--- config.mk ---
export PLATFORM = sky130hd
export DESIGN_NAME = noise_burst_ctrl
export DESIGN_NICKNAME = d
export VERILOG_FILES = /design/src/rtl/noise_burst_ctrl.sv
export SDC_FILE = /design/constraint.sdc
export NUM_CORES = 1
export LEC_CHECK = 0
export ABC_CLOCK_PERIOD_IN_PS = 6800
export BUFFER_PORTS_ARGS = -buffer_cell sky130_fd_sc_hd__buf_2
export CELL_PAD_IN_SITES_DETAIL_PLACEMENT = 1
export CELL_PAD_IN_SITES_GLOBAL_PLACEMENT = 2
export CORE_MARGIN = 2
export CORE_UTILIZATION = 39
export DETAILED_ROUTE_END_ITERATION = 12
export PLACE_DENSITY = 0.86
export RECOVER_POWER = 25
export SYNTH_ARGS = -nofsm -noshare
export SYNTH_HDL_FRONTEND = slang
export SYNTH_SLANG_ARGS = --single-unit
--- constraint.sdc ---
create_clock -name clk_i -period 6.8 [get_ports clk_i]
set_input_delay 0.34 -clock clk_i [delete_from_list [all_inputs] [get_ports clk_i]]
set_output_delay 0.34 -clock clk_i [all_outputs]
set_load 0.03 [all_outputs]
--- src/rtl/noise_burst_ctrl.sv ---
// noise_burst_ctrl: gates a 12-bit Fibonacci LFSR into programmable bursts
// separated by silent gaps, with start/stop control and a latched config.
module noise_burst_ctrl #(
  parameter int unsigned CNT_W        = 16,
  parameter int unsigned REP_W        = 8,
  parameter logic [11:0] DEFAULT_SEED = 12'h001
) (
  input  logic             clk_i,
  input  logic             rst_i,
  input  logic             start_i,
  input  logic             stop_i,
  input  logic [11:0]      cfg_seed_i,
  input  logic [CNT_W-1:0] cfg_burst_len_i,
  input  logic [CNT_W-1:0] cfg_gap_len_i,
  input  logic [REP_W-1:0] cfg_repeat_i,
  output logic             noise_q_o,
  output logic             noise_valid_o,
  output logic             busy_o,
  output logic             done_o,
  output logic             cfg_err_o,
  output logic [REP_W-1:0] burst_idx_o
);

  localparam int unsigned LFSR_W = 12;

  localparam logic [2:0] S_IDLE  = 3'd0;
  localparam logic [2:0] S_LOAD  = 3'd1;
  localparam logic [2:0] S_BURST = 3'd2;
  localparam logic [2:0] S_GAP   = 3'd3;
  localparam logic [2:0] S_DONE  = 3'd4;

  logic [2:0]        state_q,   state_d;
  logic [LFSR_W-1:0] lfsr_q,    lfsr_d;
  logic [CNT_W-1:0]  cnt_q,     cnt_d;
  logic [REP_W-1:0]  idx_q,     idx_d;
  logic [LFSR_W-1:0] seed_q,    seed_d;
  logic [CNT_W-1:0]  blen_q,    blen_d;
  logic [CNT_W-1:0]  glen_q,    glen_d;
  logic [REP_W-1:0]  rep_q,     rep_d;
  logic              cfg_err_q, cfg_err_d;

  logic [LFSR_W-1:0] lfsr_next;
  logic [REP_W-1:0]  idx_inc;

  // LFSR step and incremented burst index used by the burst-end decision
  always_comb begin
    lfsr_next = {lfsr_q[10:0], lfsr_q[0] ^ lfsr_q[3] ^ lfsr_q[4] ^ lfsr_q[11]};
    idx_inc   = REP_W'(idx_q + REP_W'(1));
  end

  // Next-state and datapath update; stop always wins over burst/gap completion
  always_comb begin
    state_d   = state_q;
    lfsr_d    = lfsr_q;
    cnt_d     = cnt_q;
    idx_d     = idx_q;
    seed_d    = seed_q;
    blen_d    = blen_q;
    glen_d    = glen_q;
    rep_d     = rep_q;
    cfg_err_d = 1'b0;
    case (state_q)
      S_IDLE: begin
        if (start_i && !stop_i) begin
          if (cfg_burst_len_i != '0) begin
            seed_d  = cfg_seed_i;
            blen_d  = cfg_burst_len_i;
            glen_d  = cfg_gap_len_i;
            rep_d   = cfg_repeat_i;
            state_d = S_LOAD;
          end else begin
            cfg_err_d = 1'b1;
          end
        end
      end
      S_LOAD: begin
        if (stop_i) begin
          state_d = S_IDLE;
        end else begin
          lfsr_d  = (seed_q == '0) ? DEFAULT_SEED : seed_q;
          idx_d   = '0;
          cnt_d   = '0;
          state_d = S_BURST;
        end
      end
      S_BURST: begin
        if (stop_i) begin
          state_d = S_IDLE;
        end else begin
          lfsr_d = lfsr_next;
          if (cnt_q == CNT_W'(blen_q - CNT_W'(1))) begin
            cnt_d = '0;
            idx_d = idx_inc;
            if (rep_q != '0 && idx_inc == rep_q) begin
              state_d = S_DONE;
            end else if (glen_q == '0) begin
              state_d = S_BURST;
            end else begin
              state_d = S_GAP;
            end
          end else begin
            cnt_d = CNT_W'(cnt_q + CNT_W'(1));
          end
        end
      end
      S_GAP: begin
        if (stop_i) begin
          state_d = S_IDLE;
        end else if (cnt_q == CNT_W'(glen_q - CNT_W'(1))) begin
          cnt_d   = '0;
          state_d = S_BURST;
        end else begin
          cnt_d = CNT_W'(cnt_q + CNT_W'(1));
        end
      end
      S_DONE: begin
        state_d = S_IDLE;
      end
      default: begin
        state_d = S_IDLE;
      end
    endcase
  end

  // State and datapath registers
  always_ff @(posedge clk_i or posedge rst_i) begin
    if (rst_i) begin
      state_q   <= S_IDLE;
      lfsr_q    <= DEFAULT_SEED;
      cnt_q     <= '0;
      idx_q     <= '0;
      seed_q    <= '0;
      blen_q    <= '0;
      glen_q    <= '0;
      rep_q     <= '0;
      cfg_err_q <= 1'b0;
    end else begin
      state_q   <= state_d;
      lfsr_q    <= lfsr_d;
      cnt_q     <= cnt_d;
      idx_q     <= idx_d;
      seed_q    <= seed_d;
      blen_q    <= blen_d;
      glen_q    <= glen_d;
      rep_q     <= rep_d;
      cfg_err_q <= cfg_err_d;
    end
  end

  // Moore output decode from registered state
  always_comb begin
    noise_valid_o = (state_q == S_BURST);
    noise_q_o     = (state_q == S_BURST) & lfsr_q[0];
    busy_o        = (state_q == S_LOAD) || (state_q == S_BURST) || (state_q == S_GAP);
    done_o        = (state_q == S_DONE);
    cfg_err_o     = cfg_err_q;
    burst_idx_o   = idx_q;
  end

endmodule
==> metrics.csv, run 1 <==
stage,metric,value,unit
status,status,"finished, final reports clean",
cts,worst-case clock buffer depth,2,
synth,main combinational cell family by area after synthesis,simple AND/OR/NAND/NOR gates,
worst_setup_path,"Slowest-stage cell, CP",a21oi_1,
worst_setup_path,internal reg-to-reg setup slack,2.67,ns
place,Setup WS pre-CTS,2.80,ns
timing,worst clock skew,0.0108,ns
synth,"Net Count, Synth",654,
route,DR pass1 iterations,4,
final_layout,Layout Area Growth over Synthesis,13.7,%
min_path,Hold Crit Class,in -> reg,
synth,flop and latch count out of synthesis,92,
die,DIE WIDTH,123,um
route,wire per inst,17.8,um
final_layout,Layout Cells excl Fill,824,
final_layout,layout cells sized above 1,22.5,%
global_route,GR Util met1,26.9,%
worst_setup_path,critical path buffer and inverter count,1,
cts,CTS clock-pin slew for the worst setup and hold paths,0.08,ns
place,gpl congestion,0.878,
timing,final setup margin,2.67,ns
global_route,pin count of the biggest net entering global routing,75,
die,row count,43,
route,Total Wirelength,14700,um
final_layout,ant diodes,0,
timing,Final Hold Viols,0,
synth,sequential share of the synthesized area,41.7,%
global_route,global-route wire length before repair,24500,um
worst_setup_path,Worst Reg2Reg Path Length in Cells,10,
min_path,Hold Startpoint,cfg_seed_i[6],
pwr,Peak VDD IR,192,uV
cts,Num CTS Buffers,9,
worst_setup_path,Worst Setup End Kind,flop,
worst_setup_path,WP data arrival,4.37,ns
synth,Compound-Gate Fraction of Synth Area,10.8,%
worst_setup_path,Crit path max-delay family,simple AND/OR/NAND/NOR gates,
place,number of port buffers,68,
timing,Slew @ Worst Pin,1.11,ns
timing,worst hold slack,0.212,ns
global_route,vias in the first global route,4852,
synth,area share of the largest cell type after synthesis,41.2,%
worst_setup_path,Worst R2R Start,glen_q[0]$_DFFE_PP0P_,
route,vias per cell,5.51,
route,Final ANT Viol Nets,0,
global_route,total track usage,20.9,%
cts,"Clk Latency, worst-skew pair",0.35,ns
final_layout,Final Core Density,45.3,%
synth,synthesized area,5530,um^2
cts,CTS H-tree lvls,3,
global_route,M2 GR Usage,36.3,%
pwr,Pwr Density,417,nW/um^2
worst_setup_path,crit path cell chain,"inv_1, ha_1, or3b_2, nor4_2, mux2_2, mux2i_1, a221oi_1, a21oi_1, nor2_1, nor3b_1",
timing,post-route setup TNS,0,ns
global_route,GRT overflow,0,
worst_setup_path,r2r endpoint,state_q[2]$_DFFE_PP0P_,
worst_setup_path,crit-path max FO,14,
die,I/O pins,69,
cts,CTS Sinks,92,
timing,Final min period,4.13,ns
min_path,Min-Delay Path Depth,2,
die,core area,13900,um^2
final_layout,nets,700,
pwr,Leak Pwr,2.54,nW
timing,Final setup viols,0,
timing,unrepaired setup endpoints after global routing,no,
synth,post-synthesis simple-gate area fraction,23.3,%
cts,clock root cell,clkbuf_16,
synth,"Avg Cell Area, Syn",9.32,um^2
synth,xor and xnor fraction of the mapped netlist area,8.08,%
synth,post-synthesis mux area share,11.5,%
timing,fin. max-slew vios,0,
cts,TritonCTS clock tree,yes,
worst_setup_path,CP required,7.04,ns
route,Vias,4540,
min_path,Hold Path End,seed_q[6]$_DFFE_PP0P_,
route,Remaining DRCs,0,
place,placed cells,807,
final_layout,"most common cell after layout, fill and taps aside",dfrtp_1,
place,post-DP HPWL,10800,um
worst_setup_path,Setup crit start kind,flop,
global_route,antenna violations before repair,0,
timing,slew margin rel.,26.0,%
synth,dominant synthesized flop cell,dfrtp_1,
die,Die Height,123,um
synth,Adder-Cell Fraction of Synth Area,1.13,%
cts,buffer count from post-CTS setup fixing,0,
die,Die ar.,15100,um^2
flow_run,Max Cap Viol,0,
route,first-iteration detailed-routing DRC count,200,
synth,Synth async-reset ratio,100,%
synth,Yosys cell types,64,
synth,synth top area cells,"dfrtp_1 (41%), mux2_2 (11%), nand2_1 (5.3%)",
timing,Final period util,60.8,%
die,Starting Density,39.8,%
final_layout,"commonest non-fill, non-tap cells in the layout","dfrtp_1 (91), nand2_1 (78), buf_2 (56)",
worst_setup_path,slowest cell delay on critical path,0.86,ns
synth,Post-Synthesis Cells,593,
synth,synth warn,0,
worst_setup_path,WS Path Type,reg -> reg,
global_route,met3 usage,2.44,%
synth,Post-synth EDFFs,0,
synth,Synth area leader,dfrtp_1,
global_route,grt peak-use layer,met2,
timing,FMAX,0.242,GHz
-- state kept, by name, summed over array words and instances (netlist names) --
signal,count
cnt_q,16
burst_idx_o,8
blen_q,16
glen_q,16
cfg_err_o,1
seed_q,12
state_q,3
lfsr_q,12
rep_q,8
-- power by group --
part           switching, mW  internal, mW
Clock                  0.249         0.262
Combinational          0.555         0.494
Sequential             0.296         0.767
-- worst register-to-register path, delay by kind of cell (launching register included) --
kind,cells,cell delay (ns)
simple gates,4,1.62
buf+inv,1,0.13
flops,1,0.46
fa+ha+maj,1,0.31
compound gates,2,0.99
mux,2,0.53
-- metrics by stage --
stage	power, mW	cell area [um^2]
final	2.62	6280
after global routing	2.83	6280
after CTS	2.66	6300
after detailed placement	2.13	5990
after global placement	2.07	5990
after floorplan	1.83	5530
-- cell families after synthesis --
family,after synthesis
simple gates,247
flops,92
compound gates,91
mux,57
xor+xnor,51
buf+inv,50
fa+ha+maj,5
-- synth_stat cells (2+ instances only) --
cell and instances:
nand4_1 8, or2_2 4, and3_1 3, ha_1 5, or4_1 6, o31ai_1 2, o21ai_0 23, o32ai_1 3
nor2b_1 11, o22ai_1 7, o31a_1 2, nand2b_1 5, nand3_1 15, buf_1 3, or3b_2 2, mux2_2 52
and2_1 5, mux2i_1 5, o21ai_1 4, nor3b_1 6, a21oi_1 11, nand3b_1 3, inv_1 11, o211ai_1 6
or4bb_1 2, nand2_1 78, xor2_1 19, nor3_1 16, nor4b_1 2, nor4_1 19, nand4b_1 2, xnor2_1 32
o21a_1 2, clkbuf_1 33, buf_2 2, nor2_1 46, a31oi_1 16, a41oi_1 2, or3_1 5, dfrtp_1 91
-- layout make-up --
cell class	instances	area, um^2
inverters	12	46.3
well taps	180	225
clock buffers	9	225
flip-flops and latches	92	2300
multi-input cells	451	3040
clock inverters	7	77.6
repair buffers	73	365
fillers	1631	7600
-- metal layers --
metal,share of wire (%),up-vias
met1,45,2260
met5,0,-
met3,2.7,15
li1,-,2207
met2,51,58
met4,1.5,0
-- worst max path at each step --
stage | from | to | slack [ns] | cells after the start
after floorplan | blen_q[0]$_DFFE_PP0P_ | cnt_q[11]$_DFFE_PP0P_ | 3.65 | 11
after global placement | blen_q[0]$_DFFE_PP0P_ | cnt_q[5]$_DFFE_PP0P_ | 3.02 | 10
after detailed placement | glen_q[0]$_DFFE_PP0P_ | state_q[2]$_DFFE_PP0P_ | 2.80 | 10
after CTS | glen_q[2]$_DFFE_PP0P_ | state_q[2]$_DFFE_PP0P_ | 2.76 | 8
after global routing | glen_q[0]$_DFFE_PP0P_ | cnt_q[8]$_DFFE_PP0P_ | 2.46 | 10
final | glen_q[0]$_DFFE_PP0P_ | state_q[2]$_DFFE_PP0P_ | 2.67 | 10
-- repair_timing --
item,4_1_cts,5_1_grt
gates resized for setup,0,0
endpoints found under the hold margin,18,0
hold buffers,1,0
(Power assumes the default switching activity.)
==> run 2: changes to the inputs <==
ABC_CLOCK_PERIOD_IN_PS = 3600   (was 6800)
CORE_UTILIZATION = 33   (was 39)
PLACE_DENSITY = 0.77   (was 0.86)
clock period = 3.6 ns   (was 6.8 ns; I/O delays follow)
==> run 2 against run 1 <==
Global-route usage shrank 3.1 points. Critical endpoint is now cnt_q[12]$_DFFE_PP0P_. Non-clock buffer count increased by 11. The run now ends with capacitance limit, slew limit left. Clock-buffer cell count stayed put. Core utilization shrank 6.1 points. Via count grew 2.5%. Largest cell class unchanged. Combinational power increased by 98%. Critical path type unchanged. Clock power is 86% higher.
==> metrics.csv, run 2 (synthesis results as in run 1) <==
stage,metric,value,unit
place,number of port buffers,68,
timing,fin. max-slew vios,55,
timing,worst clock skew,0.00899,ns
flow_run,Max Cap Viol,1,
cts,buffer count from post-CTS setup fixing,0,
pwr,Leak Pwr,2.64,nW
global_route,GRT overflow,0,
global_route,grt peak-use layer,met2,
final_layout,"most common cell after layout, fill and taps aside",dfrtp_1,
die,DIE WIDTH,133,um
final_layout,ant diodes,0,
route,DR pass1 iterations,4,
final_layout,Layout Area Growth over Synthesis,16.6,%
route,first-iteration detailed-routing DRC count,178,
timing,Final min period,3.43,ns
cts,clock root cell,clkbuf_16,
status,status,"finished, violations left",
place,DP Area,6140,um^2
final_layout,design area,6450,um^2
cts,TritonCTS clock tree,yes,
final_layout,Fillers,1968,
route,Vias,4652,
pwr,sequential power share,39.6,%
die,core area,16500,um^2
pwr,Pwr Density,780,nW/um^2
global_route,GR Util met1,23.7,%
pwr,combinational share of power,41.4,%
cts,Num CTS Buffers,9,
global_route,total track usage,17.7,%
cts,CTS Sinks,92,
pwr,Peak VDD IR,348,uV
final_layout,multi-input logic area,3060,um^2
pwr,P_sw,2.10,mW
cts,CTS resizes,0,
global_route,M2 GR Usage,30.5,%
die,Die Height,133,um
timing,worst hold slack,0.0529,ns
place,gpl congestion,0.785,
global_route,antenna violations before repair,0,
die,Die ar.,17800,um^2
pwr,Net Sw Frac,41.7,%
die,Starting Density,33.6,%
timing,Final period util,95.3,%
worst_setup_path,CP required,3.82,ns
route,Remaining DRCs,0,
cts,cts hold-fix bufs,0,
worst_setup_path,Worst Setup End Kind,flop,
route,vias per cell,5.32,
status,failing checks,"capacitance limit, slew limit",
final_layout,layout cells sized above 1,26.3,%
global_route,pin count of the biggest net entering global routing,55,
route,Total Wirelength,15200,um
cts,CTS H-tree lvls,3,
timing,slew margin rel.,-67.3,%
worst_setup_path,WS Path Type,reg -> reg,
final_layout,Final Core Density,39.1,%
final_layout,nets,711,
pwr,Clock Power Share,19.0,%
min_path,Hold Crit Class,in -> reg,
worst_setup_path,crit-path max FO,12,
timing,Slew @ Worst Pin,2.50,ns
global_route,met3 usage,2.02,%
global_route,global-route wire length before repair,25600,um
worst_setup_path,WP data arrival,3.66,ns
worst_setup_path,Setup crit start kind,flop,
place,post-DP HPWL,11400,um
final_layout,"commonest non-fill, non-tap cells in the layout","dfrtp_1 (91), nand2_1 (78), buf_2 (68)",
final_layout,register area,2300,um^2
pwr,Internal,2.93,mW
route,wire per inst,17.3,um
timing,Final setup viols,0,
timing,Final Hold Viols,0,
final_layout,Largest regs,"blen_q x16, cnt_q x16, glen_q x16",
die,row count,47,
cts,CTS clock-pin slew for the worst setup and hold paths,0.07,ns
global_route,vias in the first global route,4928,
route,Final ANT Viol Nets,0,
timing,FMAX,0.291,GHz
die,I/O pins,69,
cts,worst-case clock buffer depth,2,
cts,"Clk Latency, worst-skew pair",0.36,ns
-- run 2: changes by cell type in the layout (fill, tap and decap cells not counted), sizes merged --
cell and delta:
clkbuf -12, buf +24, inv +1, dlygate4sd3 -1, clkinvlp +1, clkinv -2
-- run 2: final timing paths --
| path | end | cells after the start | startpoint | slack (ns) |
|---|---|---|---|---|
| max reg2reg | cnt_q[12]$_DFFE_PP0P_ | 11 | blen_q[0]$_DFFE_PP0P_ | 0.17 |
| min | glen_q[0]$_DFFE_PP0P_ | 3 | cfg_gap_len_i[0] | 0.05 |
| min in group asynchronous | rep_q[6]$_DFFE_PP0P_ | 2 | rst_i | 0.51 |
| max | cnt_q[12]$_DFFE_PP0P_ | 11 | blen_q[0]$_DFFE_PP0P_ | 0.17 |
| max in group asynchronous | cnt_q[5]$_DFFE_PP0P_ | 3 | rst_i | 1.88 |
| min reg2reg | lfsr_q[1]$_DFFE_PP0P_ | 2 | lfsr_q[1]$_DFFE_PP0P_ | 0.50 |
-- run 2: power groups by stage --
stage	combinational, mW	sequential (mW)	clock (mW)
detailed placement	2.08	2.02	0
floorplan	1.67	1.80	0
CTS	2.09	2.00	0.976
global route	2.34	2.07	1.02
global placement	2.01	1.99	0
finish	2.08	1.99	0.953
-- run 2: layer usage --
metal	vias to the layer above	part of all wire, %
met1	2351	47
met5	-	0
met3	10	2.3
met4	0	1.0
li1	2227	-
met2	64	50
-- run 2: layout make-up --
class	instances	area share (%)
Sequential cell	92	35.7
Tap cell	220	4.27
Multi-Input combinational cell	451	47.5
Inverter	12	0.718
Clock buffer	9	3.49
Timing Repair Buffer	84	7.34
Clock inverter	7	0.990
-- run 2: per-stage QoR --
step,instances,power (mW),setup slack [ns],TNS [ns]
2_1_floorplan,593,3.46,0.446,0
3_3_place_gp,859,4.00,0.290,0
3_5_place_dp,859,4.10,0.134,0
4_1_cts,875,5.07,0.134,0
5_1_grt,875,5.43,-0.00179,-0.00179
6_report,875,5.03,0.168,0
-- run 2: critical path, cell delays in order, from the launching register on --
cell,delay (ns)
dfrtp_1,0.44
inv_1,0.10
ha_1,0.23
or4b_4,0.53
or4_1,0.49
o211a_1,0.13
o21a_1,0.14
or3b_1,0.38
o311a_1,0.37
buf_4,0.19
o21ai_0,0.19
o211ai_1,0.11
==> run 3: changes to the inputs <==
ABC_CLOCK_PERIOD_IN_PS = 4240   (was 3600)
CORE_UTILIZATION = 39   (was 33)
PLACE_DENSITY = 0.86   (was 0.77)
clock period = 4.24 ns   (was 3.6 ns; I/O delays follow)
==> run 3 against run 2 <==
The run still ends with capacitance limit, slew limit left. Clock power decreased by 11%. Flip-flop and latch count is the same. Combinational power shrank 18%. First-iteration DRC count increased by 76%. Clock skew rose by 0.0064 ns. Clock-buffer cell count rose by 1. Non-clock buffer count shrank 9. Via count fell by 0.28%. Fmax is 11% lower. Final cell count decreased by 5.6%. Sequential power down 14%. Critical path type unchanged. Largest cell class unchanged.
==> metrics.csv, run 3 (synthesis results as in run 1) <==
stage,metric,value,unit
place,gpl congestion,0.828,
cts,CTS clock-pin slew for the worst setup and hold paths,0.07,ns
cts,CTS resizes,0,
route,DR pass1 iterations,4,
worst_setup_path,crit-path max FO,13,
cts,CTS H-tree lvls,3,
cts,cts hold-fix bufs,0,
pwr,Peak VDD IR,304,uV
worst_setup_path,WS Path Type,reg -> reg,
pwr,Pwr Density,674,nW/um^2
cts,Num CTS Buffers,9,
die,Die Height,123,um
cts,worst-case clock buffer depth,2,
cts,CTS Sinks,92,
final_layout,"most common cell after layout, fill and taps aside",dfrtp_1,
final_layout,design area,6310,um^2
route,routed wl met3,362,um
die,core area,13900,um^2
place,number of port buffers,68,
min_path,Min-Delay Path Depth,3,
flow_run,Max Cap Viol,1,
pwr,combinational share of power,39.8,%
global_route,GRT overflow,0,
worst_setup_path,WP data arrival,4.13,ns
place,post-DP HPWL,10800,um
worst_setup_path,Setup crit start kind,flop,
pwr,Net Sw Frac,41.0,%
cts,clock root cell,clkbuf_16,
timing,fin. max-slew vios,45,
pwr,Clock Power Share,19.9,%
final_layout,ant diodes,0,
place,DP Area,6010,um^2
timing,Final min period,3.87,ns
timing,Final Hold Viols,0,
global_route,global-route wire length before repair,25200,um
route,first-iteration detailed-routing DRC count,313,
worst_setup_path,CP required,4.51,ns
route,top layer in use,met4,
final_layout,nets,702,
die,DIE WIDTH,123,um
timing,FMAX,0.259,GHz
route,vias per cell,5.62,
pwr,sequential power share,40.3,%
timing,slew margin rel.,-37.2,%
pwr,P_sw,1.75,mW
timing,Final setup viols,0,
cts,"Clk Latency, worst-skew pair",0.36,ns
final_layout,"commonest non-fill, non-tap cells in the layout","dfrtp_1 (91), nand2_1 (78), buf_2 (63)",
min_path,Hold Crit Class,in -> reg,
die,Die ar.,15100,um^2
pwr,Leak Pwr,2.59,nW
worst_setup_path,Worst Setup End Kind,flop,
global_route,pin count of the biggest net entering global routing,50,
timing,post-route setup TNS,0,ns
timing,worst clock skew,0.0154,ns
die,Starting Density,39.8,%
route,met2 wire length,7480,um
status,failing checks,"capacitance limit, slew limit",
status,status,"finished, violations left",
final_layout,Fillers,1614,
route,Final ANT Viol Nets,0,
die,row count,43,
route,Vias,4639,
timing,Slew @ Worst Pin,2.05,ns
final_layout,Layout Cells excl Fill,826,
route,wire per inst,17.9,um
route,met1 WL,6590,um
final_layout,layout cells sized above 1,24.0,%
cts,buffer count from post-CTS setup fixing,0,
route,Remaining DRCs,0,
final_layout,Largest regs,"blen_q x16, cnt_q x16, glen_q x16",
final_layout,Layout Area Growth over Synthesis,14.2,%
global_route,vias in the first global route,5028,
route,Total Wirelength,14800,um
die,I/O pins,69,
place,placed cells,810,
cts,TritonCTS clock tree,yes,
timing,unrepaired setup endpoints after global routing,no,
global_route,total track usage,21.3,%
timing,Final period util,91.2,%
pwr,Internal,2.51,mW
global_route,antenna violations before repair,0,
worst_setup_path,Worst Reg2Reg Path Length in Cells,11,
==> run 3: power groups by stage <==
stage / Clock (mW) / Combinational, mW / Sequential, mW
6_report: 0.846 / 1.70 / 1.71
5_1_grt: 0.902 / 1.90 / 1.79
4_1_cts: 0.871 / 1.71 / 1.72
3_5_place_dp: 0 / 1.69 / 1.73
3_3_place_gp: 0 / 1.62 / 1.70
2_1_floorplan: 0 / 1.42 / 1.53
==> run 3: final timing paths <==
check / from / to / slack, ns
min in group asynchronous: rst_i / rep_q[2]$_DFFE_PP0P_ / 0.38
setup / recovery: blen_q[0]$_DFFE_PP0P_ / state_q[2]$_DFFE_PP0P_ / 0.37
hold / removal: cfg_gap_len_i[1] / glen_q[1]$_DFFE_PP0P_ / 0.07
setup reg to reg: blen_q[0]$_DFFE_PP0P_ / state_q[2]$_DFFE_PP0P_ / 0.37
max in group asynchronous: rst_i / lfsr_q[6]$_DFFE_PP0P_ / 2.42
hold reg to reg: lfsr_q[1]$_DFFE_PP0P_ / lfsr_q[1]$_DFFE_PP0P_ / 0.50
==> run 3: through the flow <==
stage,worst slack [ns],hold WS [ns],power [mW],util [%]
2_1_floorplan,1.09,0.308,2.94,-
6_report,0.374,0.0735,4.26,45.5
3_5_place_dp,0.410,0.386,3.43,43.3
4_1_cts,0.349,0.00130,4.30,45.5
3_3_place_gp,0.558,0.377,3.32,43.3
5_1_grt,0.107,0.0842,4.59,45.5
==> run 3: layer usage <==
metal | track usage (%) | vias up
li1 | - | 2212
met1 | 27.4 | 2344
met2 | 36.5 | 65
met3 | 2.26 | 18
met4 | 8.88 | 0
met5 | 0 | -
==> run 3: cell type report <==
cell class / instances / area, um^2 / share of cell area [%]
multi-input cells: 451 / 3040 / 48.2
flip-flops and latches: 92 / 2300 / 36.5
repair buffers: 75 / 387 / 6.12
clock buffers: 10 / 239 / 3.79
well taps: 180 / 225 / 3.57
clock inverters: 6 / 70.1 / 1.11
inverters: 12 / 46.3 / 0.733
==> run 3: critical path, stage by stage, from the launching register on <==
cell	delay, ns
dfrtp_1	0.44
inv_1	0.12
ha_1	0.22
or4b_4	0.53
or4_1	0.49
o211a_1	0.12
o21a_1	0.14
or3b_1	0.38
o311a_1	0.53
nor2_1	0.36
buf_4	0.23
nor3b_1	0.20
